`src/rtl/mem_pkg.sv`:
```
// Shared definitions for the MEM pipeline stage: opcodes, FSM states, fault codes
// and access-size decoding helpers (also used by writeback forwarding).
package mem_pkg;

    localparam logic [5:0] OP_LB  = 6'h20;
    localparam logic [5:0] OP_LH  = 6'h21;
    localparam logic [5:0] OP_LW  = 6'h23;
    localparam logic [5:0] OP_LBU = 6'h24;
    localparam logic [5:0] OP_LHU = 6'h25;
    localparam logic [5:0] OP_SB  = 6'h28;
    localparam logic [5:0] OP_SH  = 6'h29;
    localparam logic [5:0] OP_SW  = 6'h2B;

    localparam logic [1:0] FAULT_NONE     = 2'b00;
    localparam logic [1:0] FAULT_MISALIGN = 2'b01;
    localparam logic [1:0] FAULT_TIMEOUT  = 2'b10;

    typedef enum logic {IDLE, ACCESS} state_e;

    typedef enum logic [1:0] {BYTE, HALF, WORD} size_e;

    function automatic logic isMemOp(input logic [5:0] op);
        case (op)
            OP_LB, OP_LH, OP_LW, OP_LBU, OP_LHU, OP_SB, OP_SH, OP_SW: return 1'b1;
            default: return 1'b0;
        endcase
    endfunction

    function automatic logic isStore(input logic [5:0] op);
        return (op == OP_SB) || (op == OP_SH) || (op == OP_SW);
    endfunction

    function automatic size_e opSize(input logic [5:0] op);
        case (op)
            OP_LB, OP_LBU, OP_SB: return BYTE;
            OP_LH, OP_LHU, OP_SH: return HALF;
            default:              return WORD;
        endcase
    endfunction

    function automatic logic opSigned(input logic [5:0] op);
        return (op == OP_LB) || (op == OP_LH);
    endfunction

endpackage

```
`src/rtl/memory_stage_if.sv`:
```
// Data-memory request/acknowledge port between the MEM stage and the memory.
interface memory_stage_if;
    logic        mem_req;
    logic        mem_we;
    logic [31:0] mem_addr;
    logic [31:0] mem_wdata;
    logic [3:0]  mem_be;
    logic        mem_ack;
    logic [31:0] mem_rdata;

    modport master (
        output mem_req, mem_we, mem_addr, mem_wdata, mem_be,
        input  mem_ack, mem_rdata
    );

    modport slave (
        input  mem_req, mem_we, mem_addr, mem_wdata, mem_be,
        output mem_ack, mem_rdata
    );
endinterface

```
`src/rtl/load_align.sv`:
```
// Extracts the addressed byte/half from a loaded word and sign- or zero-extends it.
module load_align
    import mem_pkg::*;
(
    input  logic [31:0] rdata_i,
    input  logic [1:0]  offset_i,
    input  size_e       size_i,
    input  logic        signed_i,
    output logic [31:0] result_o
);
    logic [7:0]  byteSel;
    logic [15:0] halfSel;

    always_comb begin
        case (offset_i)
            2'd0:    byteSel = rdata_i[7:0];
            2'd1:    byteSel = rdata_i[15:8];
            2'd2:    byteSel = rdata_i[23:16];
            default: byteSel = rdata_i[31:24];
        endcase
        halfSel = offset_i[1] ? rdata_i[31:16] : rdata_i[15:0];
        case (size_i)
            BYTE:    result_o = {{24{signed_i & byteSel[7]}}, byteSel};
            HALF:    result_o = {{16{signed_i & halfSel[15]}}, halfSel};
            default: result_o = rdata_i;
        endcase
    end
endmodule

```
`src/rtl/memory_stage.sv`:
```
// Pipeline MEM stage: issues loads/stores over a req/ack port, stalls upstream while
// an access is outstanding, and registers results into the MEM/WB register.
module memory_stage
    import mem_pkg::*;
#(
    parameter int TIMEOUT = 255
) (
    input  logic                  clock,
    input  logic                  reset,
    input  logic [31:0]           pcin,
    input  logic [31:0]           isnin,
    input  logic [31:0]           resultin,
    input  logic [31:0]           operandBin,
    input  logic                  validin,
    output logic [31:0]           pcout,
    output logic [31:0]           isnout,
    output logic [31:0]           resultout,
    output logic                  validout,
    output logic                  stall,
    output logic                  fault,
    output logic [1:0]            fault_cause,
    memory_stage_if.master        dmem
);
    state_e      state_q, state_d;
    logic [7:0]  cnt_q, cnt_d;
    logic [31:0] pc_q, pc_d, isn_q, isn_d, addr_q, addr_d, data_q, data_d;
    logic [31:0] pcout_q, pcout_d, isnout_q, isnout_d, resultout_q, resultout_d;
    logic        validout_q, validout_d, fault_q, fault_d;
    logic [1:0]  cause_q, cause_d;
    logic        stallC;

    logic [5:0]  opIn, opAcc;
    size_e       sizeIn, sizeAcc;
    logic        misaligned, signedAcc, storeAcc;
    logic [31:0] loadData;

    assign opIn       = isnin[31:26];
    assign opAcc      = isn_q[31:26];
    assign sizeIn     = opSize(opIn);
    assign sizeAcc    = opSize(opAcc);
    assign signedAcc  = opSigned(opAcc);
    assign storeAcc   = isStore(opAcc);
    assign misaligned = ((sizeIn == HALF) && resultin[0]) ||
                        ((sizeIn == WORD) && (resultin[1:0] != 2'b00));

    load_align uAlign (
        .rdata_i  (dmem.mem_rdata),
        .offset_i (addr_q[1:0]),
        .size_i   (sizeAcc),
        .signed_i (signedAcc),
        .result_o (loadData)
    );

    always_ff @(posedge clock or negedge reset) begin
        if (!reset) begin
            state_q     <= IDLE;
            cnt_q       <= '0;
            pc_q        <= '0;
            isn_q       <= '0;
            addr_q      <= '0;
            data_q      <= '0;
            pcout_q     <= '0;
            isnout_q    <= '0;
            resultout_q <= '0;
            validout_q  <= 1'b0;
            fault_q     <= 1'b0;
            cause_q     <= FAULT_NONE;
        end else begin
            state_q     <= state_d;
            cnt_q       <= cnt_d;
            pc_q        <= pc_d;
            isn_q       <= isn_d;
            addr_q      <= addr_d;
            data_q      <= data_d;
            pcout_q     <= pcout_d;
            isnout_q    <= isnout_d;
            resultout_q <= resultout_d;
            validout_q  <= validout_d;
            fault_q     <= fault_d;
            cause_q     <= cause_d;
        end
    end

    // Output registers hold their contents while an access is in flight; only validout clears.
    always_comb begin
        state_d     = state_q;
        cnt_d       = cnt_q;
        pc_d        = pc_q;
        isn_d       = isn_q;
        addr_d      = addr_q;
        data_d      = data_q;
        pcout_d     = pcout_q;
        isnout_d    = isnout_q;
        resultout_d = resultout_q;
        validout_d  = 1'b0;
        fault_d     = 1'b0;
        cause_d     = FAULT_NONE;
        stallC      = 1'b0;
        case (state_q)
            IDLE: begin
                if (validin && isMemOp(opIn) && !misaligned) begin
                    stallC  = 1'b1;
                    state_d = ACCESS;
                    cnt_d   = '0;
                    pc_d    = pcin;
                    isn_d   = isnin;
                    addr_d  = resultin;
                    data_d  = operandBin;
                end else begin
                    pcout_d     = pcin;
                    isnout_d    = isnin;
                    resultout_d = resultin;
                    validout_d  = validin;
                    if (validin && isMemOp(opIn)) begin
                        fault_d = 1'b1;
                        cause_d = FAULT_MISALIGN;
                    end
                end
            end
            ACCESS: begin
                if (dmem.mem_ack) begin
                    state_d     = IDLE;
                    pcout_d     = pc_q;
                    isnout_d    = isn_q;
                    resultout_d = storeAcc ? addr_q : loadData;
                    validout_d  = 1'b1;
                end else if (cnt_q == 8'(TIMEOUT - 1)) begin
                    state_d     = IDLE;
                    pcout_d     = pc_q;
                    isnout_d    = isn_q;
                    resultout_d = '0;
                    validout_d  = 1'b1;
                    fault_d     = 1'b1;
                    cause_d     = FAULT_TIMEOUT;
                end else begin
                    stallC = 1'b1;
                    cnt_d  = cnt_q + 8'd1;
                end
            end
            default: state_d = IDLE;
        endcase
    end

    always_comb begin
        dmem.mem_req   = 1'b0;
        dmem.mem_we    = 1'b0;
        dmem.mem_addr  = '0;
        dmem.mem_wdata = '0;
        dmem.mem_be    = '0;
        if (state_q == ACCESS) begin
            dmem.mem_req  = 1'b1;
            dmem.mem_we   = storeAcc;
            dmem.mem_addr = {addr_q[31:2], 2'b00};
            case (sizeAcc)
                BYTE: begin
                    dmem.mem_wdata = {4{data_q[7:0]}};
                    dmem.mem_be    = storeAcc ? (4'b0001 << addr_q[1:0]) : 4'b1111;
                end
                HALF: begin
                    dmem.mem_wdata = {2{data_q[15:0]}};
                    dmem.mem_be    = (!storeAcc) ? 4'b1111 : (addr_q[1] ? 4'b1100 : 4'b0011);
                end
                default: begin
                    dmem.mem_wdata = data_q;
                    dmem.mem_be    = 4'b1111;
                end
            endcase
        end
    end

    // Gated by reset so upstream is released the moment reset asserts.
    assign stall       = reset & stallC;
    assign pcout       = pcout_q;
    assign isnout      = isnout_q;
    assign resultout   = resultout_q;
    assign validout    = validout_q;
    assign fault       = fault_q;
    assign fault_cause = cause_q;
endmodule

```
`src/flat_wrapper.sv`:
```
// flat-port wrapper written by rule: the top's interface ports become plain ports
module memory_stage_flat import mem_pkg::*;
#(
    parameter int TIMEOUT = 255
)
  (clock, reset, pcin, isnin, resultin, operandBin, validin, pcout, isnout, resultout, validout, stall, fault, fault_cause, dmem_mem_req, dmem_mem_we, dmem_mem_addr, dmem_mem_wdata, dmem_mem_be, dmem_mem_ack, dmem_mem_rdata);
  memory_stage_if dmem_i ();
  input  logic clock;
  input  logic reset;
  input  logic [31:0] pcin;
  input  logic [31:0] isnin;
  input  logic [31:0] resultin;
  input  logic [31:0] operandBin;
  input  logic validin;
  output logic [31:0] pcout;
  output logic [31:0] isnout;
  output logic [31:0] resultout;
  output logic validout;
  output logic stall;
  output logic fault;
  output logic [1:0] fault_cause;
  output wire logic [$bits(dmem_i.mem_req)-1:0] dmem_mem_req;
  output wire logic [$bits(dmem_i.mem_we)-1:0] dmem_mem_we;
  output wire logic [$bits(dmem_i.mem_addr)-1:0] dmem_mem_addr;
  output wire logic [$bits(dmem_i.mem_wdata)-1:0] dmem_mem_wdata;
  output wire logic [$bits(dmem_i.mem_be)-1:0] dmem_mem_be;
  input wire logic [$bits(dmem_i.mem_ack)-1:0] dmem_mem_ack;
  input wire logic [$bits(dmem_i.mem_rdata)-1:0] dmem_mem_rdata;
  assign dmem_mem_req = dmem_i.mem_req;
  assign dmem_mem_we = dmem_i.mem_we;
  assign dmem_mem_addr = dmem_i.mem_addr;
  assign dmem_mem_wdata = dmem_i.mem_wdata;
  assign dmem_mem_be = dmem_i.mem_be;
  assign dmem_i.mem_ack = dmem_mem_ack;
  assign dmem_i.mem_rdata = dmem_mem_rdata;
  memory_stage #(.TIMEOUT(TIMEOUT)) u_core (.clock(clock), .reset(reset), .pcin(pcin), .isnin(isnin), .resultin(resultin), .operandBin(operandBin), .validin(validin), .pcout(pcout), .isnout(isnout), .resultout(resultout), .validout(validout), .stall(stall), .fault(fault), .fault_cause(fault_cause), .dmem(dmem_i));
endmodule
```
`config.mk`:
```
export PLATFORM = sky130hd
export DESIGN_NAME = memory_stage_flat
export DESIGN_NICKNAME = d
export VERILOG_FILES = /design/src/rtl/mem_pkg.sv /design/src/rtl/memory_stage_if.sv /design/src/rtl/load_align.sv /design/src/rtl/memory_stage.sv /design/src/flat_wrapper.sv
export SDC_FILE = /design/constraint.sdc
export NUM_CORES = 1
export LEC_CHECK = 0
export ABC_AREA = 1
export CELL_PAD_IN_SITES_DETAIL_PLACEMENT = 1
export CELL_PAD_IN_SITES_GLOBAL_PLACEMENT = 2
export CORE_MARGIN = 2
export CORE_UTILIZATION = 35
export DETAILED_ROUTE_END_ITERATION = 7
export DONT_BUFFER_PORTS = 1
export PLACE_DENSITY_LB_ADDON = 0.1
export SETUP_SLACK_MARGIN = 0.15
export SKIP_CTS_REPAIR_TIMING = 1
export SYNTH_ARGS = -nofsm -noshare
export SYNTH_HDL_FRONTEND = slang
export SYNTH_SLANG_ARGS = --single-unit
```
`constraint.sdc`:
```
create_clock -name clock -period 2.2 [get_ports clock]
set_input_delay 0.55 -clock clock [delete_from_list [all_inputs] [get_ports clock]]
set_output_delay 0.55 -clock clock [all_outputs]
set_load 0.05 [all_outputs]
```
; Word level (Yosys, flattened, before mapping)
; Index checks and enable logic that the tools add are counted.
[totals]
out_inout_bits = 171
regBits = 237
wordCells = 118
inputBits = 164
[op_classes]
shifts = 1
n_reduce_logical = 21
n_mux = 53
eq_ne = 26
n_bitwise = 4
n_addsub = 1
[op_table]
columns = operator, n
row1 = two-way mux 32 bit, 12
row2 = one-hot mux 32 bit (2 select lines), 5
row3 = equality test 6 bit (second input constant), 15
row4 = two-way mux 8 bit, 3
row5 = one-hot mux 8 bit (3 select lines), 1
row6 = two-way mux 1 bit, 16
row7 = two-way mux 16 bit, 1
row8 = two-way mux 4 bit, 4
row9 = one-hot mux 8 bit (2 select lines), 1
row10 = one-hot mux 2 bit (2 select lines), 3
row11 = OR reduction 3 bit, 4
row12 = adder 8 x 1 -> 8 bit (second input constant), 1
row13 = equality test 8 bit (second input constant), 1
row14 = one-hot mux 4 bit (2 select lines), 1
row15 = OR reduction 8 bit, 1
row16 = equality test 2 x 1 -> 1 bit (second input constant), 3
row17 = two-way mux 2 bit, 3
row18 = != test 2 bit (second input constant), 3
row19 = one-hot mux 1 bit (2 select lines), 3
row20 = logical AND 1 bit, 5
row21 = equality test 2 bit (second input constant), 2
row22 = logical NOT 2 bit, 2
row23 = logical OR 1 bit, 4
row24 = AND reduction 2 bit, 2
row25 = 8 further kinds, 10

; Depth between registers and ports, before layout
[logic_depth]
word_depth = 14
mapped_depth = 12
mapped_depth_nobuf = 11

; By module
; Synthesis repeated with hierarchy kept, for this count alone.
[hier_totals]
cells_unflattened = 1727
area_unflattened_um2 = 12389.4
[by_module_without_submodules]
columns = mod, instances, area_each_um2, cells_each, seq_area_each_um2
row1 = memory_stage, 1, 11656.2, 1571, 5930.7
row2 = load_align, 1, 733.2, 156, 0.0

; Worst setup path before layout
; No wires, ideal clock.
[synth_timing]
path_kind = register to output
start = register u_core.state_q
end = output dmem_mem_be[1]
slack_ps = -868
arrival_time_ps = 2518
t_required_ps = 1650
stages_incl_launch_ff = 6
path_buffers = 3
cell_sequence = dfrtp_1 buf_2 inv_2 clkbuf_1 clkbuf_1 o31ai_1
[synth_via]
elab_chain_cells = 1
[synth_rtl]
columns = element, line_no
row1 = from (decl), memory_stage.sv:24  ; state_e state_q, state_d;
row2 = from (signal assigned), memory_stage.sv:69  ; state_q <= state_d;
row3 = two-way mux 4 bit, memory_stage.sv:150  ; if (state_q == ACCESS) begin
row4 = to (decl), flat_wrapper.sv:26  ; output wire logic [$bits(dmem_i.mem_be)-1:0] dmem_mem_be;
; Every way passes these cells.

; Final worst setup path
[layout_timing]
start = register u_core.isn_q[30]
end = output dmem_mem_wdata[21]
[layout_via]
elab_chain_cells = 6
elab_cells_between_ends = 13
cone_classes = eq/ne (7) / mux (3) / reduce/logical (3)
[layout_rtl]
columns = element, line_no
row1 = from (decl), memory_stage.sv:26  ; logic [31:0] pc_q, pc_d, isn_q, isn_d, addr_q, addr_d, data_q, data_d;
row2 = from (signal assigned), memory_stage.sv:72  ; isn_q <= isn_d;
row3 = equality test 6 bit, mem_pkg.sv:34  ; case (op)
row4 = OR reduction 3 bit, mem_pkg.sv:34
row5 = one-hot mux 2 bit (2 select lines) (*), mem_pkg.sv:34
row6 = equality test 2 x 1 -> 1 bit / logical NOT 2 bit (equally long branches), memory_stage.sv:154  ; case (sizeAcc)
row7 = one-hot mux 32 bit (2 select lines) (*), memory_stage.sv:154
row8 = two-way mux 32 bit (*), memory_stage.sv:150
row9 = to (decl), flat_wrapper.sv:25  ; output wire logic [$bits(dmem_i.mem_wdata)-1:0] dmem_mem_wdata;
; Every way passes the cells marked *; elsewhere a longest branch is shown, timed or not.

==> flow_summary.ini <==
[floorplan]
placementRows = 66
ios = 335
dieArea_um2 = 34390
core_area_um2 = 32450
fp.dieH_um = 185.5
die_x_um = 185.5
initial_utilization = 0.3551

[timing]
fin_worst_skew_ns = 0.01336
finalHoldViolations = 237
max_slew_margin = 0.4423
fmax_mhz = 386.8
hold_slack_ns = -0.3109
tightest_slew_ns = 0.8366
setup_ws_ns = -0.3856
rsz0062_at_grt = yes
period_needed_ns = 2.586
final_max_slew_viol_count = 0
setup_violations = 65
fin_crit_sh = 1.175

[synthesis]
synth.area.top_cells = dfrtp_1 51%, nand2_1 20%, a31oi_1 5.0%, nor2_1 4.3%, o21ai_0 3.9%
yosys.area.top_type = dfrtp_1
synth.yosys.seq_area_share = 0.5147
ys_async_sr_fraction = 1.000
synthesis.area_um2 = 11520
synth_edf_count = 0
netlist_instances = 1502
synth_common_cells = 613 x nand2_1, 237 x dfrtp_1, 133 x nor2_1
yosys.area.top_type_share = 0.5147
synth.distinct_cells = 42
synth.most_common_cell = nand2_1
syn_avg_cell_area_um2 = 7.672
synth-seq-cells = 237
ys.flop_type = dfrtp_1
ys_warn_count = 0

[job]
max-cap-violations = 0

[global_route]
grt_start_max_net_pins = 239
grt_overflow_total = 0
grtUsageTotal = 0.2240
antenna_found_initial = 1
grt_pass1_vias = 10140
grt_pass1_wl_um = 59830

[clocking]
clk_pin_slew_worst_paths_ns = 0.06
clk_latency_ns = 0.56
cts_buffer_depth = 3
cts_root_buffer = clkbuf_16
clock_sink_count = 237
htreeDepth = 1
cts_inserted_buffers = 29
tritoncts = yes

[place]
gp_congestion = 0.8129
dpl.hpwl_um = 26860
portBuffers = 0
place_area_um2 = 13030
post-place-ws_ns = 0.0004902

[setup_path]
reg2reg_to = u_core.resultout[24]
critPathCapture = dmem_mem_wdata[21]
critPathLaunchType = register
critPathKind = register to output port
required_ns = 1.65
rr_worst_depth = 11
rrSetupSlack_ns = 0.28
regToRegStartpoint = u_core.isn_q[30]
startpoint = u_core.isn_q[30]
crit_arrival_ns = 2.04
cp_max_fo = 9
end_kind = output port

[power_and_ir_drop]
p_leak_nw = 7.224
p_int_w = 0.009351
p_seq_frac = 0.449
p_clk_frac = 0.337
p_total_w = 0.01470
peakVddDrop_v = 0.0005428
swShare = 0.3640
power_frac_comb = 0.214
p_sw_w = 0.005351
power.density_nw_per_um2 = 971.2

[layout]
layout.nets = 1724
layout-drive-gt1-share = 0.2113
area_delta_synth_final_pct = 31.37
final_cell_area_um2 = 15140

[route]
drc = 0
vias_per_cell = 5.032
wl_per_cell_um = 20.26
first_pass_iters = 4
routed_wl_um = 41000
drtIter0Drc = 504
drtAntennaViolNets = 0
vias = 10190

[outcome]
violations = hold timing, setup timing
status = finished with violations

[min_path]
hp-class = input port to async pin
layer usage:
layer  part of all wire  vias to the layer above  wire length (um)  track usage
li1                   -                     4892                 -            -
met1               0.42                     4975             17160       0.2854
met2               0.47                      255             19410       0.3663
met3              0.078                       63              3179      0.06731
met4              0.030                        0              1241      0.06730
met5                  0                        -                 0            0
worst max-delay path, stage by stage (launching register included):
cell and delay [ns]:
dfrtp_1 0.42, nor2_4 0.17, nand3_4 0.16, clkbuf_16 0.22, buf_4 0.17, a21oi_4 0.18
buf_12 0.16
state kept, by name (all words and copies together) (netlist names):
signal              cells
u_core.isnout          32
u_core.data_q          32
u_core.cnt_q            8
u_core.pc_q            32
u_core.state_q          1
u_core.fault_cause      2
u_core.pcout           32
u_core.validout         1
u_core.addr_q          32
u_core.fault            1
u_core.isn_q           32
u_core.resultout       32
per-stage QoR:
| stage | TNS (ns) | utilization | std cells |
|---|---|---|---|
| final | -13.78 | 0.4665 | 2024 |
| after CTS | -20.63 | 0.4318 | 1974 |
| after floorplan | -0.1971 | - | 1503 |
| after global placement | 0 | 0.4014 | 1920 |
| after detailed placement | 0 | 0.4014 | 1920 |
| after global routing | -17.88 | 0.4664 | 2023 |
power groups by stage:
stage | registers [W] | clock network (W) | logic, W
4_1_cts | 0.00648 | 0.00511 | 0.00268
2_1_floorplan | 0.00634 | 0 | 0.00201
5_1_grt | 0.00672 | 0.00528 | 0.00350
6_report | 0.00660 | 0.00496 | 0.00314
3_3_place_gp | 0.00652 | 0 | 0.00260
3_5_place_dp | 0.00655 | 0 | 0.00267
placed cells by master, fill, tap and decap left out, types with 6 or more instances in the layout:
master / instances
clkbuf_16: 36
o21ai_1: 7
inv_1: 67
buf_6: 10
a221oi_4: 7
o21ai_0: 76
o21ai_2: 8
nand2_4: 33
buf_4: 56
dfrtp_1: 235
nand2_1: 568
nor2_4: 10
a31oi_1: 92
clkinvlp_4: 41
a21oi_1: 29
nand2_2: 12
nand3_1: 19
clkbuf_1: 6
buf_12: 37
a21oi_4: 15
nor2_1: 126
layout make-up:
| cell class | instances | area, um2 |
|---|---|---|
| Fill cell | 3872 | 17320 |
| Sequential cell | 237 | 5936 |
| Multi-Input combinational cell | 1059 | 5494 |
| Timing Repair Buffer | 116 | 1577 |
| Clock buffer | 40 | 817.0 |
| Inverter | 115 | 589.3 |
| Tap cell | 442 | 553.0 |
| Clock inverter | 14 | 170.2 |
| Antenna cell | 1 | 2.502 |
worst min path at each step:
stage,cells past startpoint,slack (ns),endpoint,from
after global routing,0,-0.33,u_core.data_q[28],reset
after global placement,0,0.26,u_core.data_q[19],reset
final,0,-0.31,u_core.data_q[28],reset
after floorplan,0,0.25,u_core.addr_q[0],reset
after CTS,0,-0.34,u_core.data_q[28],reset
after detailed placement,0,0.26,u_core.data_q[28],reset
cell families (layout without fill, tap and decap cells):
kind of cell | Yosys count | after routing | synth area share
AND/OR/NAND/NOR | 795 | 797 | 0.2717
AO/OA/AOI/OAI | 255 | 255 | 0.1275
flip-flops | 237 | 237 | 0.5147
buffers and inverters | 209 | 285 | 0.08143
XOR/XNOR | 3 | 3 | 0.002281
adder cells (fa/ha/maj) | 2 | 2 | 0.002171
other | 1 | 3 | 0.0003254
Note: power is estimated with default switching activity, not from simulation.
